[src/rtl/dcache_pkg.sv]
// Shared types and default geometry for the direct-mapped write-through data cache.
package dcache_pkg;

  localparam int TAG_W = 24;
  localparam int IDX_W = 4;
  localparam int OFF_W = 4;

  typedef enum logic [1:0] {
    S_IDLE   = 2'd0,
    S_REFILL = 2'd1,
    S_WRITE  = 2'd2,
    S_WDONE  = 2'd3
  } state_e;

  typedef enum logic [1:0] {
    WS_NONE = 2'b00,
    WS_BYTE = 2'b01,
    WS_HALF = 2'b10,
    WS_WORD = 2'b11
  } wsize_e;

endpackage

[src/rtl/dcache_store_align.sv]
// Store lane steering, byte enables and misalignment detection for one CPU access.
module dcache_store_align
  import dcache_pkg::*;
(
  input  logic        rd_i,
  input  logic [1:0]  wsize_i,
  input  logic [1:0]  addr_i,
  input  logic [31:0] wdata_i,
  output logic        store_o,
  output logic        misalign_o,
  output logic [3:0]  be_o,
  output logic [31:0] data_o
);

  always_comb begin
    store_o    = (wsize_i != WS_NONE);
    misalign_o = 1'b0;
    be_o       = 4'b0000;
    data_o     = wdata_i;
    case (wsize_e'(wsize_i))
      WS_BYTE: begin
        be_o   = 4'b0001 << addr_i;
        data_o = {4{wdata_i[7:0]}};
      end
      WS_HALF: begin
        be_o       = addr_i[1] ? 4'b1100 : 4'b0011;
        data_o     = {2{wdata_i[15:0]}};
        misalign_o = addr_i[0];
      end
      WS_WORD: begin
        be_o       = 4'b1111;
        misalign_o = |addr_i;
      end
      // no store: only a word load can be misaligned
      default: misalign_o = rd_i & (|addr_i);
    endcase
  end

endmodule

[src/rtl/dcache.sv]
// Direct-mapped, read-allocate, write-through, no-write-allocate data cache.
module dcache
  import dcache_pkg::*;
#(
  parameter int NLINES = 1 << IDX_W,
  parameter int WORDS  = 1 << (OFF_W - 2)
) (
  input  logic        clk,
  input  logic        reset,
  input  logic [31:0] cpu_addr,
  input  logic        cpu_rd,
  input  logic [1:0]  cpu_wsize,
  input  logic [31:0] cpu_wdata,
  output logic [31:0] cpu_rdata,
  output logic        stall,
  output logic        misalign,
  output logic        mem_req,
  output logic        mem_we,
  output logic [31:0] mem_addr,
  output logic [31:0] mem_wdata,
  output logic [3:0]  mem_be,
  input  logic        mem_ack,
  input  logic [31:0] mem_rdata
);

  localparam int IB = $clog2(NLINES);
  localparam int WB = $clog2(WORDS);
  localparam int OB = WB + 2;
  localparam int TL = OB + IB;
  localparam int TB = 32 - TL;
  localparam logic [WB-1:0] LAST = WB'(WORDS - 1);

  state_e          state_q, state_d;
  logic [WB-1:0]   cnt_q, cnt_d;
  logic [31:2]     addr_q;
  logic [31:0]     wdata_q;
  logic [3:0]      be_q;
  logic [NLINES-1:0] valid_q;
  logic [TB-1:0]   tag_q  [NLINES];
  logic [31:0]     data_q [NLINES][WORDS];

  logic [TB-1:0] tag_a, tag_h;
  logic [IB-1:0] idx_a, idx_h;
  logic [WB-1:0] wrd_a;
  logic          store, mis, hit, wr_hit;
  logic          read_miss, st_go, last_ack;
  logic [3:0]    al_be;
  logic [31:0]   al_data;

  assign tag_a = cpu_addr[31:TL];
  assign idx_a = cpu_addr[OB +: IB];
  assign wrd_a = cpu_addr[2 +: WB];
  assign tag_h = addr_q[31:TL];
  assign idx_h = addr_q[OB +: IB];

  dcache_store_align u_align (
    .rd_i       (cpu_rd),
    .wsize_i    (cpu_wsize),
    .addr_i     (cpu_addr[1:0]),
    .wdata_i    (cpu_wdata),
    .store_o    (store),
    .misalign_o (mis),
    .be_o       (al_be),
    .data_o     (al_data)
  );

  assign hit       = valid_q[idx_a] & (tag_q[idx_a] == tag_a);
  assign wr_hit    = valid_q[idx_h] & (tag_q[idx_h] == tag_h);
  // a store outranks a simultaneous load; misaligned accesses do nothing
  assign st_go     = store & ~mis;
  assign read_miss = cpu_rd & ~store & ~mis & ~hit;
  assign last_ack  = (state_q == S_REFILL) & mem_ack & (cnt_q == LAST);
  assign misalign  = mis;
  assign cpu_rdata = (cpu_rd & ~store & ~mis & hit) ? data_q[idx_a][wrd_a] : 32'h0;

  always_ff @(posedge clk) begin
    if (!reset) begin
      state_q <= S_IDLE;
      cnt_q   <= '0;
    end else begin
      state_q <= state_d;
      cnt_q   <= cnt_d;
    end
  end

  always_comb begin
    state_d = state_q;
    cnt_d   = cnt_q;
    case (state_q)
      S_IDLE: begin
        if (st_go) begin
          state_d = S_WRITE;
        end else if (read_miss) begin
          state_d = S_REFILL;
          cnt_d   = '0;
        end
      end
      S_REFILL: begin
        if (mem_ack) begin
          cnt_d = (cnt_q == LAST) ? '0 : cnt_q + 1'b1;
          if (cnt_q == LAST) state_d = S_IDLE;
        end
      end
      S_WRITE:  if (mem_ack) state_d = S_WDONE;
      default:  state_d = S_IDLE;
    endcase
  end

  always_comb begin
    mem_req   = 1'b0;
    mem_we    = 1'b0;
    mem_addr  = 32'h0;
    mem_wdata = 32'h0;
    mem_be    = 4'h0;
    stall     = 1'b0;
    case (state_q)
      S_IDLE: stall = read_miss | st_go;
      S_REFILL: begin
        mem_req  = 1'b1;
        stall    = 1'b1;
        mem_addr = {addr_q[31:OB], cnt_q, 2'b00};
      end
      S_WRITE: begin
        mem_req   = 1'b1;
        mem_we    = 1'b1;
        stall     = 1'b1;
        mem_addr  = {addr_q, 2'b00};
        mem_wdata = wdata_q;
        mem_be    = be_q;
      end
      default: ;
    endcase
  end

  // The request is captured on every idle cycle so it stays frozen once a transaction starts.
  always_ff @(posedge clk) begin
    if (state_q == S_IDLE) begin
      addr_q  <= cpu_addr[31:2];
      wdata_q <= al_data;
      be_q    <= al_be;
    end
  end

  always_ff @(posedge clk) begin
    if (!reset) begin
      valid_q <= '0;
    end else if ((state_q == S_IDLE) && !st_go && read_miss) begin
      valid_q[idx_a] <= 1'b0;
    end else if (last_ack) begin
      valid_q[idx_h] <= 1'b1;
    end
  end

  always_ff @(posedge clk) begin
    if (reset && (state_q == S_REFILL) && mem_ack) begin
      data_q[idx_h][cnt_q] <= mem_rdata;
      if (cnt_q == LAST) tag_q[idx_h] <= tag_h;
    end
    if (reset && (state_q == S_WRITE) && mem_ack && wr_hit) begin
      for (int b = 0; b < 4; b++)
        if (be_q[b]) data_q[idx_h][addr_q[2 +: WB]][8*b +: 8] <= wdata_q[8*b +: 8];
    end
  end

endmodule

[config.mk]
export PLATFORM = sky130hd
export DESIGN_NAME = dcache
export DESIGN_NICKNAME = d
export VERILOG_FILES = /design/src/rtl/dcache_pkg.sv /design/src/rtl/dcache_store_align.sv /design/src/rtl/dcache.sv
export SDC_FILE = /design/constraint.sdc
export NUM_CORES = 2
export LEC_CHECK = 0
export ABC_AREA = 0
export BUFFER_PORTS_ARGS = -buffer_cell sky130_fd_sc_hd__clkbuf_2
export CELL_PAD_IN_SITES_DETAIL_PLACEMENT = 1
export CELL_PAD_IN_SITES_GLOBAL_PLACEMENT = 1
export CORE_AREA = 8 8 490 492
export CTS_BUF_LIST = sky130_fd_sc_hd__clkbuf_4 sky130_fd_sc_hd__clkbuf_8 sky130_fd_sc_hd__clkbuf_16
export DETAILED_ROUTE_END_ITERATION = 10
export DIE_AREA = 0 0 498 500
export GPL_TIMING_DRIVEN = 0
export PLACE_DENSITY_LB_ADDON = 0.1
export SYNTH_ARGS = -nofsm -noshare
export SYNTH_HDL_FRONTEND = slang
export SYNTH_SLANG_ARGS = --single-unit
[constraint.sdc]
create_clock -name clk -period 16 [get_ports clk]
set_clock_uncertainty 0.05 [all_clocks]
set_input_delay 4 -clock clk [delete_from_list [all_inputs] [get_ports clk]]
set_output_delay 4 -clock clk [all_outputs]
set_load 0.02 [all_outputs]
; ---- Yosys cells after proc, flatten, opt, wreduce, memory -nomap -nowiden
; Memory sizes are Yosys's and may differ from the RTL's. A register that Yosys moved wholly into a read port is not among the register bits.
; Cells that the tools add are included.
[word_totals]
out_inout_bits = 104
input_bits = 102
register_bits = 86
mem_count = 2
mem_bits_rw = 2432
elab_cells = 1160
[mem_list]
columns = memory, words, width, read_ports, rd_ports_with_merged_regs, wr, line
row1 = data_q, 16, 128, 1, 0, 1, dcache.sv:40  ; logic [31:0] data_q [NLINES][WORDS];
row2 = tag_q, 16, 24, 2, 1, 1, dcache.sv:39  ; logic [TB-1:0] tag_q [NLINES];
[classes]
addsub = 1
magnitude_cmp = 9
eq_ne = 14
n_shift = 1
muxes = 575
n_reduce_logical = 20
n_bitwise = 532
[op_table]
columns = operator, count
row1 = $mux 128, 5
row2 = $mux 1, 530
row3 = $or 1x1->1, 513
row4 = $demux 32 s2, 5
row5 = $mux 32, 6
row6 = $pmux 32 s2, 2
row7 = $bmux 32 s2, 1
row8 = $eq 24x24->1, 2
row9 = $mux 16, 3
row10 = $mux 24, 1
row11 = $mux 2, 9
row12 = $and 16x16->16, 1
row13 = $not 16->16, 1
row14 = $or 16x16->16, 1
row15 = $mux 4, 3
row16 = $pmux 4 s3, 1
row17 = $logic_and 1x1->1, 11
row18 = $and 1x1->1, 10
row19 = $lt 4x5->1 const B, 2
row20 = $ge 3x3->1 const B, 3
row21 = $not 2->3, 3
row22 = $bmux 1 s4, 2
row23 = $demux 1 s4, 2
row24 = $eq 2x2->1 const B, 4
row25 = other kinds (19), 31

; ---- Depth between registers and ports, before layout
[logic_depth]
ltp_word = 10
depth_mapped = 16
ltp_nobuf = 10

; ---- Hierarchy
; From an unflattened synthesis, not the netlist that was laid out.
[hier_totals]
cells_unflattened = 4842
hier_area_um2 = 104057.3
[modules_own_cells]
columns = module, cells_per_inst, seq_area_each_um2, area_each_um2, instances
row1 = dcache, 4745, 75492.4, 103463.0, 1
row2 = dcache_store_align, 97, 0.0, 594.3, 1

; ---- Least setup slack after synthesis
; Ideal clock, no wire load.
[synth_timing]
path_kind = input to output
start = input port cpu_addr[4]
end = output port cpu_rdata[10]
path_stages = 9
arrival_time_ps = 7515
n_path_buf = 5
slack_ps = 4435
required_time_ps = 11950
cell_sequence = buf_2 -> buf_2 -> buf_2 -> buf_1 -> buf_1 -> mux4_2 -> mux4_2 -> mux4_2 -> and3_1
[synth_via]
elab_chain_len = 5
word_cells_on_any_way = 11
cone_classes = 1 x eq/ne / 6 x mux / 2 x bitwise / 2 x memory
[synth_rtl]
columns = element, line
row1 = "start, declared", dcache.sv:10  ; input logic [31:0] cpu_addr,
row2 = $mem_v2 16x24 (tied with other cells), n/a
row3 = $eq 24x24->1 (tied with other cells), dcache.sv:67  ; assign hit = valid_q[idx_a] & (tag_q[idx_a] == tag_a);
row4 = $and 1x1->1 / $mux 32 (equally long branches), "dcache.sv:67, dcache.sv:74"
row5 = $and 1x1->1 / $mux 32 (equally long branches), dcache.sv:74  ; assign cpu_rdata = (cpu_rd & ~store & ~mis & hit) ? data_q[idx_a][wrd_a] : 32'h0;
row6 = $mux 32 (*), dcache.sv:74
row7 = "end, declared", dcache.sv:14  ; output logic [31:0] cpu_rdata,
; Mark *: on every way between the ends. The rest lies on a longest branch, timed or not. The select of a mux whose other input is x is not followed.

; ---- Worst setup path in the final report
[layout_timing]
start = input port cpu_addr[5]
end = output port cpu_rdata[31]
; The elaborated chain is that of the path after synthesis.

==> metrics.yaml <==
run_status:
  status: "complete, but fails checks"
  failed_checks: "capacitance limit, slew limit"
yosys:
  synth_edf_count: 2498
  ys_ff_latch: 2522
  ys_warn_count: 0
  avgSynthCellArea_um2: 21.5
  synth_flop_cell: "edfxtp_1"
  netlist_area_mm2: 0.104
  ys_async_sr_fraction_pct: 0
  ys_types: 63
  syn_inst: 4814
  yosysSeqAreaShare_pct: 72.8
sta:
  finalHoldViolCount: 0
  maxSlewViolCount: 20
  setup_violations: 0
  fmax_ghz: 0.0657
  slew_headroom_pct: -2.32
  worst_slew_pin_slew_ns: 1.53
  finalCriticalPeriod_ns: 15.21
  fin_hold_ws_ns: 0.430
  rsz0062_at_grt: "false"
  fin_crit_sh_pct: 95.1
final_layout:
  fin_nets: 5467
  drive_above_1_share_pct: 33.4
  design_area_mm2: 0.119
  layout_common_cells: "2498 x edfxtp_1, 847 x mux4_2, 297 x clkbuf_16"
  syn_to_final_growth_pct: 14.4
  final_common_cell: "edfxtp_1"
  fin_cells: 8622
clocking:
  cts_buffers: 291
  root_buffer: "clkbuf_16"
  cts.sinks: 2522
  clk_latency_ns: 0.93
  cts_tree: "yes"
  cts_hold_buf: 0
  post_cts_resized: 0
  cts_max_path_buffers: 4
  cts_setup_buffers: 0
  clk_pin_slew_ns: 0.06
  h-tree-depth: 5
place:
  gp_congestion: 0.877
  dpl.cell_count: 8100
  portBuffers: 203
  dp_hpwl_um: 261000
  placed_area_mm2: 0.110
power:
  switchingPower_mw: 4.45
  swShare_pct: 27.1
  power_frac_clock_pct: 38.6
  finalPower_mw: 16.4
  peakVddDrop_mv: 0.127
  pwr_density_cell_mw_per_mm2: 139
  pwr-share-seq_pct: 47.8
  leakage_nw: 37.7
  comb_power_share_pct: 13.7
  p_int_mw: 12.0
route:
  drc: 0
  drt-vias-per-instance: 6.47
  ant_nets: 0
  avgRoutedWirePerCell_um: 42.3
  drt-total-wl_um: 365000
  dr.pass1.iters: 5
  drtIter0Drc: 7331
  vias: 55800
run:
  max_cap_violations: 2
worst_setup_path:
  cp_data_arrival_time_ns: 11.16
  crit_fanout: 11
  critPathMostFrequentCell: "buf_2"
  max_stage_delay_ns: 1.12
  critPathTopFamily: "buffers and inverters"
  path_buf_inv: 9
  worstPathRequired_ns: 11.95
  crit_slowest_cell: "clkbuf_1"
  crit_path_end_kind: "primary output"
  rrSetupSlack_ns: 7.87
  start_kind: "input pin"
  crit_type: "in -> out"
  crit_chain: "clkbuf_2 -> buf_2 -> buf_2 -> buf_2 -> buf_2 -> clkbuf_1 -> clkbuf_1 -> clkbuf_1 -> mux4_2 -> mux4_2 -> mux4_2 -> and3_1 -> clkbuf_2"
  crit_cells: 13
  reg2reg_to: "data_q[8][124]"
  rr_worst_depth: 14
worst_hold_path:
  min_path_cells: 2
  min_to: "valid_q[8]"
  hold_path_class: "reg -> reg"
  hold_start: "valid_q[8]"
global_routing:
  globalRouteOverflowTotal: 0
  antenna_found_initial: 43
  grt_pass1_wl_um: 491000
  grt_max_degree: 36
  track_usage_pct: 28.8
  grt_pass1_vias: 56700
floorplan:
  ioPinCount: 206
  core.rowCount: 177
  core_area_mm2: 0.232
  fp.dieH_um: 500
  die-area_mm2: 0.249
  die_w_um: 498
  initial_utilization_pct: 44.7
flip-flops by register name (all words and copies together), names as in the netlist, named ones only:
| name | flops |
|---|---|
| state_q | 2 |
| cnt_q | 2 |
| valid_q | 16 |
| addr_q | 30 |
| tag_q | 384 |
| be_q | 4 |
| wdata_q | 32 |
| data_q | 2048 |
tightest hold or removal path, cell delays in order, from the launching register on:
cell and delay (ns):
dfxtp_1 0.33, inv_1 0.05, a21oi_1 0.05
power by group through the flow:
stage / combinational, mW / clock [mW] / sequential [mW]
2_1_floorplan: 1.20 / 0 / 7.73
3_3_place_gp: 2.14 / 0 / 7.98
3_5_place_dp: 2.23 / 0 / 7.97
4_1_cts: 2.24 / 6.41 / 7.83
5_1_grt: 2.30 / 6.62 / 7.84
6_report: 2.25 / 6.34 / 7.85
kinds of logic (layout without fill, tap and decap cells):
family | after synthesis | count (layout) | synth area share (%)
AO/OA/AOI/OAI | 197 | 197 | 1.45
XOR/XNOR | 39 | 39 | 0.329
adder cells (fa/ha/maj) | 12 | 12 | 0.145
buffers and inverters | 355 | 1088 | 1.46
flip-flops | 2522 | 2522 | 72.8
multiplexers | 1116 | 1116 | 21.2
other | 1 | 33 | 0.00362
AND/OR/NAND/NOR | 572 | 572 | 2.65
routing by layer:
layer / share of wire, % / GRT usage, % / vias to the layer above
met5: 0.0074 / 0 / -
met4: 5.2 / 12.8 / 6
met3: 8.2 / 5.12 / 716
met2: 48 / 46.7 / 2947
met1: 39 / 38.6 / 30600
li1: - / - / 21500
stage by stage:
stage	utilization [%]	TNS, ns	worst slack (ns)
CTS	51.1	0	0.821
finish	51.2	0	0.786
global route	51.1	0	0.793
detailed placement	47.3	0	0.827
global placement	46.8	-28.64	-1.33
floorplan	-	0	4.44
layout make-up:
cell class	instances	area, µm²
clock buffers	363	7930
inverters	40	150
diodes	31	77.6
plain buffers	315	1430
well taps	3043	3810
clock inverters	125	970
repair buffers	245	1910
fillers	20300	113000
flip-flops and latches	2522	75500
multi-input cells	1938	26900
cells in the mapped netlist, types with 17 or more instances:
cell / n / area [µm²]
buf_1: 59 / 221
o21ai_0: 22 / 110
mux2_2: 138 / 1550
inv_1: 39 / 146
a21oi_1: 31 / 155
and3_1: 40 / 250
dfxtp_1: 24 / 480
mux4_2: 847 / 19100
a22oi_1: 41 / 308
nand2_1: 58 / 218
mux2i_1: 131 / 1310
xor2_1: 25 / 219
clkbuf_1: 184 / 691
and2_1: 74 / 463
nor2b_1: 17 / 106
edfxtp_1: 2498 / 75000
buf_2: 55 / 275
nor2_1: 281 / 1050
nor2_2: 21 / 131
worst max-delay path by stage:
stage                start       endpoint  slack [ns]
6_report       cpu_addr[5]  cpu_rdata[31]        0.79
5_1_grt        cpu_addr[5]  cpu_rdata[20]        0.79
4_1_cts        cpu_addr[5]  cpu_rdata[20]        0.82
3_5_place_dp   cpu_addr[5]  cpu_rdata[20]        0.83
3_3_place_gp   cpu_addr[4]  cpu_rdata[22]       -1.33
2_1_floorplan  cpu_addr[4]  cpu_rdata[10]        4.44
(Power assumes the default switching activity.)
